[src/rtl/vospi_slave_tx.sv]
// VoSPI slave transmitter: AXI-S pixels into ping-pong line buffers, serialised as VoSPI packets (SPI mode 3). Optional VOSPI_CRC_EN adds per-line CRC-16-CCITT.
// Latency: spi_miso follows a pad spi_clk fall within SYNC_STAGES+1 clk; tready drops while the write buffer is full or on a buffer-release clk.
module vospi_slave_tx #(
  parameter int PIXELS_PER_LINE   = 80,
  parameter int PACKETS_PER_FRAME = 60,
  parameter int SYNC_STAGES       = 2
) (
  input  logic        clk,
  input  logic        rst_n,
  input  logic        en,
  input  logic        spi_clk,
  input  logic        spi_cs_n,
  output logic        spi_miso,
  input  logic [15:0] s_axis_tdata,
  input  logic        s_axis_tvalid,
  output logic        s_axis_tready,
  input  logic        s_axis_tlast,
  output logic        frame_error,
  output logic [15:0] discard_count
);
  localparam int PKT_BYTES = 2 * PIXELS_PER_LINE + 4;
  localparam int WW        = $clog2(PIXELS_PER_LINE);
  localparam int BW        = $clog2(PKT_BYTES);
  localparam int AW        = $clog2(2 * PIXELS_PER_LINE);

  logic [15:0]      mem [2*PIXELS_PER_LINE];
  logic             run, wr_ptr, rd_ptr;
  logic [1:0]       buf_full;
  logic [1:0][11:0] buf_pkt;
  logic [WW-1:0]    wr_word;
  logic [11:0]      wr_line;
  logic [AW-1:0]    wr_addr, rd_addr;
  logic             wr_hs, last_word, last_line, line_err, rel;
  logic [15:0]      rd_crc;

  logic [SYNC_STAGES-1:0] sclk_sync, cs_sync;
  logic             sclk_q, sclk_s, cs_s, fall, rise;
  logic             pkt_start, vid_now, is_video, last_bit;
  logic [2:0]       bit_idx;
  logic [BW-1:0]    byte_idx;
  logic [7:0]       tx_byte;
  logic [WW-1:0]    widx;
  logic [15:0]      rd_word;
  logic [11:0]      rd_pkt;

  // A release clk blocks the write side so free and fill never coincide
  assign s_axis_tready = run & en & ~buf_full[wr_ptr] & ~rel;
  assign wr_hs     = s_axis_tvalid & s_axis_tready;
  assign last_word = (wr_word == WW'(PIXELS_PER_LINE - 1));
  assign last_line = (wr_line == 12'(PACKETS_PER_FRAME - 1));
  assign line_err  = s_axis_tlast ? ~(last_word & last_line) : (last_word & last_line);
  assign wr_addr   = wr_ptr ? AW'(PIXELS_PER_LINE) + AW'(wr_word) : AW'(wr_word);

  always_ff @(posedge clk) begin
    if (wr_hs) mem[wr_addr] <= s_axis_tdata;
  end

  always_ff @(posedge clk or negedge rst_n) begin
    if (!rst_n) begin
      run         <= 1'b0;
      wr_ptr      <= 1'b0;
      rd_ptr      <= 1'b0;
      buf_full    <= '0;
      buf_pkt     <= '0;
      wr_word     <= '0;
      wr_line     <= '0;
      frame_error <= 1'b0;
    end else begin
      run <= 1'b1;
      if (rel) begin
        buf_full[rd_ptr] <= 1'b0;
        rd_ptr           <= ~rd_ptr;
      end
      if (wr_hs) begin
        if (line_err) begin
          frame_error <= 1'b1;
          wr_word     <= '0;
          wr_line     <= '0;
        end else if (last_word) begin
          buf_full[wr_ptr] <= 1'b1;
          buf_pkt[wr_ptr]  <= wr_line;
          wr_line          <= last_line ? 12'd0 : wr_line + 12'd1;
          wr_ptr           <= ~wr_ptr;
          wr_word          <= '0;
        end else begin
          wr_word <= wr_word + WW'(1);
        end
      end
    end
  end

`ifdef VOSPI_CRC_EN
  logic [1:0][15:0] buf_crc;
  logic [15:0]      crc_acc, crc_next;

  function automatic logic [15:0] crc_byte(input logic [15:0] c, input logic [7:0] b);
    logic [15:0] r;
    r = c;
    for (int i = 7; i >= 0; i--)
      r = {r[14:0], 1'b0} ^ ((r[15] ^ b[i]) ? 16'h1021 : 16'h0000);
    return r;
  endfunction

  // First pixel of a line restarts from the ID bytes plus the zeroed CRC field
  always_comb begin
    crc_next = crc_acc;
    if (wr_word == '0)
      crc_next = crc_byte(crc_byte(crc_byte(crc_byte(16'h0000, {4'h0, wr_line[11:8]}),
                                            wr_line[7:0]), 8'h00), 8'h00);
    crc_next = crc_byte(crc_byte(crc_next, s_axis_tdata[15:8]), s_axis_tdata[7:0]);
  end

  always_ff @(posedge clk or negedge rst_n) begin
    if (!rst_n) begin
      crc_acc <= '0;
      buf_crc <= '0;
    end else if (wr_hs) begin
      crc_acc <= crc_next;
      if (!line_err && last_word) buf_crc[wr_ptr] <= crc_next;
    end
  end

  assign rd_crc = buf_crc[rd_ptr];
`else
  assign rd_crc = 16'h0000;
`endif

  always_ff @(posedge clk or negedge rst_n) begin
    if (!rst_n) begin
      sclk_sync <= '1;
      cs_sync   <= '1;
      sclk_q    <= 1'b1;
    end else begin
      sclk_sync <= {sclk_sync[SYNC_STAGES-2:0], spi_clk};
      cs_sync   <= {cs_sync[SYNC_STAGES-2:0], spi_cs_n};
      sclk_q    <= sclk_s;
    end
  end

  assign sclk_s    = sclk_sync[SYNC_STAGES-1];
  assign cs_s      = cs_sync[SYNC_STAGES-1];
  assign fall      = ~cs_s & sclk_q & ~sclk_s;
  assign rise      = ~cs_s & ~sclk_q & sclk_s;
  assign pkt_start = fall & (byte_idx == '0) & (bit_idx == 3'd0);
  assign vid_now   = pkt_start ? (buf_full[rd_ptr] & en) : is_video;
  assign rel       = rise & last_bit & is_video;

  always_comb begin
    widx = '0;
    if (byte_idx >= BW'(4)) widx = WW'((byte_idx - BW'(4)) >> 1);
    rd_addr = rd_ptr ? AW'(PIXELS_PER_LINE) + AW'(widx) : AW'(widx);
    rd_word = mem[rd_addr];
    rd_pkt  = buf_pkt[rd_ptr];
    tx_byte = 8'h00;
    if (vid_now) begin
      if (byte_idx == BW'(0))      tx_byte = {4'h0, rd_pkt[11:8]};
      else if (byte_idx == BW'(1)) tx_byte = rd_pkt[7:0];
      else if (byte_idx == BW'(2)) tx_byte = rd_crc[15:8];
      else if (byte_idx == BW'(3)) tx_byte = rd_crc[7:0];
      else                         tx_byte = byte_idx[0] ? rd_word[7:0] : rd_word[15:8];
    end else if (byte_idx == BW'(0)) begin
      tx_byte = 8'h0F;
    end
  end

  // An aborted packet leaves the read buffer full, so the same line goes out again
  always_ff @(posedge clk or negedge rst_n) begin
    if (!rst_n) begin
      spi_miso      <= 1'b0;
      bit_idx       <= '0;
      byte_idx      <= '0;
      is_video      <= 1'b0;
      last_bit      <= 1'b0;
      discard_count <= '0;
    end else if (cs_s) begin
      spi_miso <= 1'b0;
      bit_idx  <= '0;
      byte_idx <= '0;
      last_bit <= 1'b0;
    end else if (fall) begin
      spi_miso <= tx_byte[3'd7 - bit_idx];
      bit_idx  <= bit_idx + 3'd1;
      last_bit <= (byte_idx == BW'(PKT_BYTES - 1)) && (bit_idx == 3'd7);
      if (bit_idx == 3'd7)
        byte_idx <= (byte_idx == BW'(PKT_BYTES - 1)) ? '0 : byte_idx + BW'(1);
      if (pkt_start) begin
        is_video <= vid_now;
        if (!vid_now && discard_count != 16'hFFFF) discard_count <= discard_count + 16'd1;
      end
    end else if (rise) begin
      last_bit <= 1'b0;
    end
  end
endmodule

[config.mk]
export PLATFORM = sky130hd
export DESIGN_NAME = vospi_slave_tx
export DESIGN_NICKNAME = d
export VERILOG_FILES = /design/src/rtl/vospi_slave_tx.sv
export SDC_FILE = /design/constraint.sdc
export NUM_CORES = 2
export LEC_CHECK = 0
export ABC_CLOCK_PERIOD_IN_PS = 6800
export CORE_MARGIN = 4
export CORE_UTILIZATION = 50
export CTS_CLUSTER_SIZE = 24
export DETAILED_ROUTE_END_ITERATION = 10
export PLACE_DENSITY = 0.62
export SKIP_CTS_REPAIR_TIMING = 1
export SKIP_LAST_GASP = 1
export SYNTH_ARGS = -nofsm -noshare
export SYNTH_HDL_FRONTEND = slang
export SYNTH_SLANG_ARGS = --single-unit
[constraint.sdc]
create_clock -name clk -period 6.8 [get_ports clk]
set_input_delay 0.68 -clock clk [delete_from_list [all_inputs] [get_ports clk]]
set_output_delay 0.68 -clock clk [all_outputs]
set_load 0.01 [all_outputs]
Word level (Yosys, flattened, before mapping)
Memory sizes are Yosys's and may differ from the RTL's.
Cells that the tools add are included.
Word-level totals
  flip-flop bits (word level): 84
  RAM bits: 2560
  input bits: 23
  output and inout bits: 19
  word-level logic and storage cells: 134
  memories: 1
Cells by class
  add/subtract/negate cells: 9
  magnitude comparators: 6
  equality and inequality tests: 8
  muxes and demuxes: 49
  bitwise logic cells: 26
  reduce and logical (&&, ||, !) cells: 17
Memory list
  mem: words 160, bits a word 16, rd ports 1, clocked after Yosys merged registers in 0, write ports 1, line 26  | logic [15:0] mem [2*PIXELS_PER_LINE];
Operators by type and width (count)
  8-bit 2-to-1 mux: 12
  12-bit 2-to-1 mux: 6
  24-bit bitwise mux: 1
  7-bit 2-to-1 mux: 3
  16-bit by 1-bit adder with 16-bit output, second input constant: 1
  7-bit by 7-bit adder with 8-bit output, first input constant: 2
  8-bit by 2-bit equality test with 1-bit output, second input constant: 2
  1-bit 2-to-1 mux: 16
  16-bit != test, second input constant: 1
  1-bit bitwise AND: 14
  12-bit by 1-bit adder with 12-bit output, second input constant: 1
  12-bit demux with 1-bit select: 1
  12-bit by 6-bit equality test with 1-bit output, second input constant: 1
  1-bit NOT: 9
  8-bit by 1-bit adder with 8-bit output, second input constant: 1
  8-bit by 1-bit equality test with 1-bit output, second input constant: 1
  8-bit equality test, second input constant: 1
  8-bit by 3-bit greater-or-equal comparator with 1-bit output, second input constant: 1
  8-bit logical NOT: 1
  2-bit 2-to-1 mux: 4
  8-bit by 3-bit subtractor with 8-bit output, second input constant: 1
  7-bit by 1-bit adder with 7-bit output, second input constant: 1
  7-bit equality test, second input constant: 1
  3-bit 2-to-1 mux: 2
  other kinds (20): 31

Longest topological paths before layout
An unclocked memory read counts as a cell.
  depth in word-level cells: 15
  mapped depth: 25
  mapped depth without buffers: 17

Least setup slack after synthesis
No wires, ideal clock.
  path type: flip-flop to flip-flop
  from: register byte_idx[1]
  to: register spi_miso
  library setup time: 0.137 ns
  arrival time: 4.938 ns
  required time: 6.663 ns
  path slack: 1.725 ns
  stages on the path, launching flop included: 25
  path buffers: 7
  clock period less this slack: 5.075 ns
  cell sequence: dfrtp_1 -> buf_2 -> buf_2 -> inv_2 -> clkbuf_1 -> clkbuf_1 -> clkbuf_1 -> ha_1 -> a21bo_2 -> buf_2 -> o22ai_4 -> inv_1 -> ha_1 -> or3b_2 -> or4_1 -> o211a_1 -> buf_2 -> nor2_4 -> nand2_1 -> o221ai_1 -> nor4_1 -> o31a_1 -> a311o_1 -> a31oi_1 -> o32ai_1
On the way
  cells in the longest elaborated chain, start to end: 15
  elaborated cells between the ends (all ways): 24
  classes of those cells: 2 x add/sub; 1 x order compare; 3 x eq/ne; 14 x mux; 2 x bitwise; 1 x reduce/logical; 1 x memory
Ends and longest elaborated chain
  start, declared: line 40  | logic [BW-1:0] byte_idx;
  start signal, assigned: line 185  | byte_idx <= (byte_idx == BW'(PKT_BYTES - 1)) ? '0 : byte_idx + BW'(1);
  8-bit by 3-bit subtractor with 8-bit output / 8-bit by 3-bit greater-or-equal comparator with 1-bit output (equally long branches): line 150  | if (byte_idx >= BW'(4)) widx = WW'((byte_idx - BW'(4)) >> 1);
  7-bit 2-to-1 mux: line 150
  7-bit by 7-bit adder with 8-bit output: line 151  | rd_addr = rd_ptr ? AW'(PIXELS_PER_LINE) + AW'(widx) : AW'(widx);
  8-bit 2-to-1 mux: line 151
  memory read 160 x 16 bit
  8-bit 2-to-1 mux: line 160  | else tx_byte = byte_idx[0] ? rd_word[7:0] : rd_word[15:8];
  8-bit 2-to-1 mux: line 159  | else if (byte_idx == BW'(3)) tx_byte = rd_crc[7:0];
  8-bit 2-to-1 mux: line 158  | else if (byte_idx == BW'(2)) tx_byte = rd_crc[15:8];
  8-bit 2-to-1 mux: line 157  | else if (byte_idx == BW'(1)) tx_byte = rd_pkt[7:0];
  8-bit 2-to-1 mux: line 156  | if (byte_idx == BW'(0)) tx_byte = {4'h0, rd_pkt[11:8]};
  8-bit 2-to-1 mux *: line 155  | if (vid_now) begin
  1-bit binary-select mux with 3-bit select *: line 181  | spi_miso <= tx_byte[3'd7 - bit_idx];
  1-bit 2-to-1 mux (implied by the code) *: line 181
  1-bit 2-to-1 mux *: line 180  | end else if (fall) begin
  1-bit 2-to-1 mux *: line 175  | end else if (cs_s) begin
  end signal, assigned: line 181
  end, declared: line 13  | output logic spi_miso,
Mark *: on every way between the ends. The rest lies on a longest branch, timed or not. The select of a mux whose other input is x is not followed.
A chain may end at the register's enable or synchronous reset.

Worst setup path in the final report
  from: register byte_idx[4]
  to: register spi_miso
The elaborated chain is that of the path after synthesis.

==> impl_metrics.json <==
{
  "outcome": "complete, no violations",
  "die_w_um": 467,
  "ys_ff_latch": 2644,
  "fp-row-count": 168,
  "finalSetupViolCount": 0,
  "report.final.slew_viol_count": 0,
  "grt_start_max_net_pins": 109,
  "grt_overflow": 0,
  "hpwl_um": 206000,
  "synth_cell_type_count": 89,
  "fin_ws_ps": 909,
  "grt_pass1_vias": 61400,
  "grtUsageTotal": 0.316,
  "io_buffer_count": 41,
  "powerDensity_nw_per_um2": 283,
  "cpPeakStageDelay_ps": 1060,
  "syn-num-nets": 6388,
  "clk_pin_slew_ps": 70,
  "regArea_um2": 79000,
  "critical_path_class": "flop to flop",
  "p_leak_uw": 0.0375,
  "drt_iter0_markers": 10500,
  "viasPerCell": 6.76,
  "whs_ps": 144,
  "antenna_found_initial": 27,
  "crit_path_max_fanout": 105,
  "drive_above_1_share": 0.168,
  "setup_tns_ps": 0,
  "finalCriticalPeriod_ps": 5890,
  "drc": 0,
  "die_area_um2": 218000,
  "io_pins": 42,
  "maxSlewHeadroom": 0.0504,
  "end_kind": "flop",
  "drtPass1Iterations": 7,
  "place_ws_ps": 1050,
  "rsz0062_at_grt": "false",
  "root_buffer": "clkbuf_16",
  "cp.required_ps": 7640,
  "hold_viol_final": 0,
  "clock_latency_ps": 940,
  "fill_cells": 16100,
  "vias": 64900,
  "ir_drop_mv": 0.278,
  "final_antenna_net_count": 0,
  "clk_path_buf_depth": 4,
  "die_h_um": 467,
  "syn_avg_cell_area_um2": 16.6,
  "syn_inst": 6345,
  "htree_levels": 5,
  "ys_async_sr_fraction": 0.0318,
  "cts_buffers": 292,
  "clock_skew_ps": 68.8,
  "grt_pass1_wl_um": 486000,
  "crit_buf_inv": 3,
  "synth_area_um2": 105000,
  "initial_core_util": 0.502,
  "worstPathArrival_ps": 6730,
  "layout_worst_path_cycle_share": 0.866,
  "synthFlopType": "edfxtp_1",
  "cts_sinks": 2644,
  "yosysSeqAreaShare": 0.750,
  "slowest_stage": "or4_2",
  "syn_to_final_growth_pct": 13.5,
  "maxCapViolations": 0,
  "cpMostUsedCell": "buf_4",
  "synth_warnings": 0,
  "drt_wl_total_um": 349000,
  "core_um2": 210000,
  "worst_pin_slew_ps": 1410,
  "critPathLaunchType": "flop",
  "crit_chain": "or4_2 -> buf_4 -> o21ai_4 -> buf_12 -> a221oi_1 -> a211oi_1 -> nor3_1 -> o311ai_0 -> buf_4 -> a21oi_1 -> or3b_1 -> a32oi_1 -> o22ai_1 -> o32ai_1",
  "r2r_setup_slack_ps": 910,
  "synth_enable_flop_cells": 2560,
  "cts_tree": "yes",
  "path_delay_family": "compound AO/OA/AOI/OAI gates",
  "max_freq_ghz": 0.170,
  "hp-class": "input pin to flop",
  "multiInputGateArea_um2": 24300,
  "routedWlPerCell_um": 36.3,
  "finalWeightedCongestion": 0.945,
  "layout.nets": 6619
}
==> kinds of logic (layout without fill, tap and decap cells) <==
logic type                 after synthesis  count (layout)  synth area share
DFF                                   2644            2644             0.750
AOI/OAI and AO/OA                     1535            1535             0.103
and+or+nand+nor                       1069            1069            0.0453
muxes                                  558             558            0.0749
buffers and inverters                  486             917            0.0217
xor gates and xnor gates                32              32           0.00266
adders and majority gates               20              20           0.00238
other                                    1              16         0.0000356
==> worst reg2reg max path, stage by stage (launching register included) <==
cell      delay [ps]
dfrtp_1          600
or4_2           1060
buf_4            380
o21ai_4          330
buf_12           470
a221oi_1         370
a211oi_1         540
nor3_1           220
o311ai_0         570
buf_4            210
a21oi_1           60
or3b_1           410
a32oi_1          270
o22ai_1          160
o32ai_1          150
==> cell type report <==
class | count | share of cell area
clock buffers | 370 | 0.0649
repair buffers | 395 | 0.0295
multi-input cells | 3215 | 0.203
flip-flops and latches | 2644 | 0.661
inverters | 28 | 0.000921
diodes | 15 | 0.000314
clock inverters | 124 | 0.0108
well taps | 2805 | 0.0294
==> flip-flops by register name (all words and copies together), names as in the netlist <==
register       count
cs_sync            2
wr_line           12
rd_ptr             1
buf_pkt           24
last_bit           1
mem             2560
is_video           1
bit_idx            3
run                1
wr_ptr             1
sclk_q             1
buf_full           2
byte_idx           8
spi_miso           1
discard_count     16
frame_error        1
wr_word            7
sclk_sync          2
==> placed cells by master (no fill, tap or decap), types with 28 or more instances in the layout <==
| cell type | count |
|---|---|
| clkbuf_1 | 70 |
| mux4_2 | 170 |
| nor2_1 | 338 |
| a31oi_1 | 59 |
| nand2_1 | 376 |
| a21oi_1 | 259 |
| a211oi_1 | 118 |
| clkinv_2 | 39 |
| a221oi_1 | 157 |
| o21ai_0 | 263 |
| o211ai_1 | 31 |
| o22ai_1 | 141 |
| mux2_2 | 137 |
| nor3_1 | 58 |
| edfxtp_1 | 2560 |
| dfrtp_1 | 77 |
| clkbuf_16 | 299 |
| o221ai_1 | 151 |
| nand3_1 | 73 |
| mux2i_1 | 251 |
| nor2b_1 | 42 |
| nor4_1 | 28 |
| a221o_1 | 33 |
| buf_4 | 319 |
| and3_1 | 36 |
| a211o_1 | 37 |
| buf_12 | 35 |
| clkinv_1 | 43 |
==> cells in the mapped netlist (142+ instances only) <==
cell,n,area (um2)
a21oi_1,262,1310
a221oi_1,157,1380
buf_2,201,1010
clkbuf_1,176,661
edfxtp_1,2560,76900
mux2i_1,251,2510
mux4_2,170,3830
nand2_1,379,1420
nor2_1,350,1310
o21ai_0,264,1320
o221ai_1,151,1320
o22ai_1,142,888
==> metrics by stage <==
stage / instances / cell area, um2 / power (uW) / utilization
after CTS: 9580 / 119000 / 33900 / 0.570
after global routing: 9583 / 119000 / 34700 / 0.570
after detailed placement: 9086 / 110000 / 18900 / 0.527
final: 9596 / 120000 / 33800 / 0.570
after global placement: 9086 / 110000 / 18900 / 0.527
after floorplan: 6345 / 105000 / 18400 / -
==> power breakdown <==
| group | switching (uW) | internal (uW) |
|---|---|---|
| registers | 46.9 | 17900 |
| logic | 477 | 106 |
| clock network | 6240 | 9020 |
| total | 6760 | 27000 |
==> layer usage <==
layer / GRT usage / share of wire
met2: 0.466 / 0.45
met5: 0 / 0.00029
met1: 0.448 / 0.38
met3: 0.0834 / 0.13
met4: 0.131 / 0.047
==> worst paths after layout <==
path / cells past startpoint / endpoint / start
max: 14 / spi_miso / byte_idx[4]
min: 1 / cs_sync[0] / spi_cs_n
max reg2reg: 14 / spi_miso / byte_idx[4]
min reg2reg: 0 / cs_sync[1] / cs_sync[0]
max in group asynchronous: 3 / discard_count[9] / rst_n
min in group asynchronous: 2 / byte_idx[5] / rst_n
(Power assumes the default switching activity.)
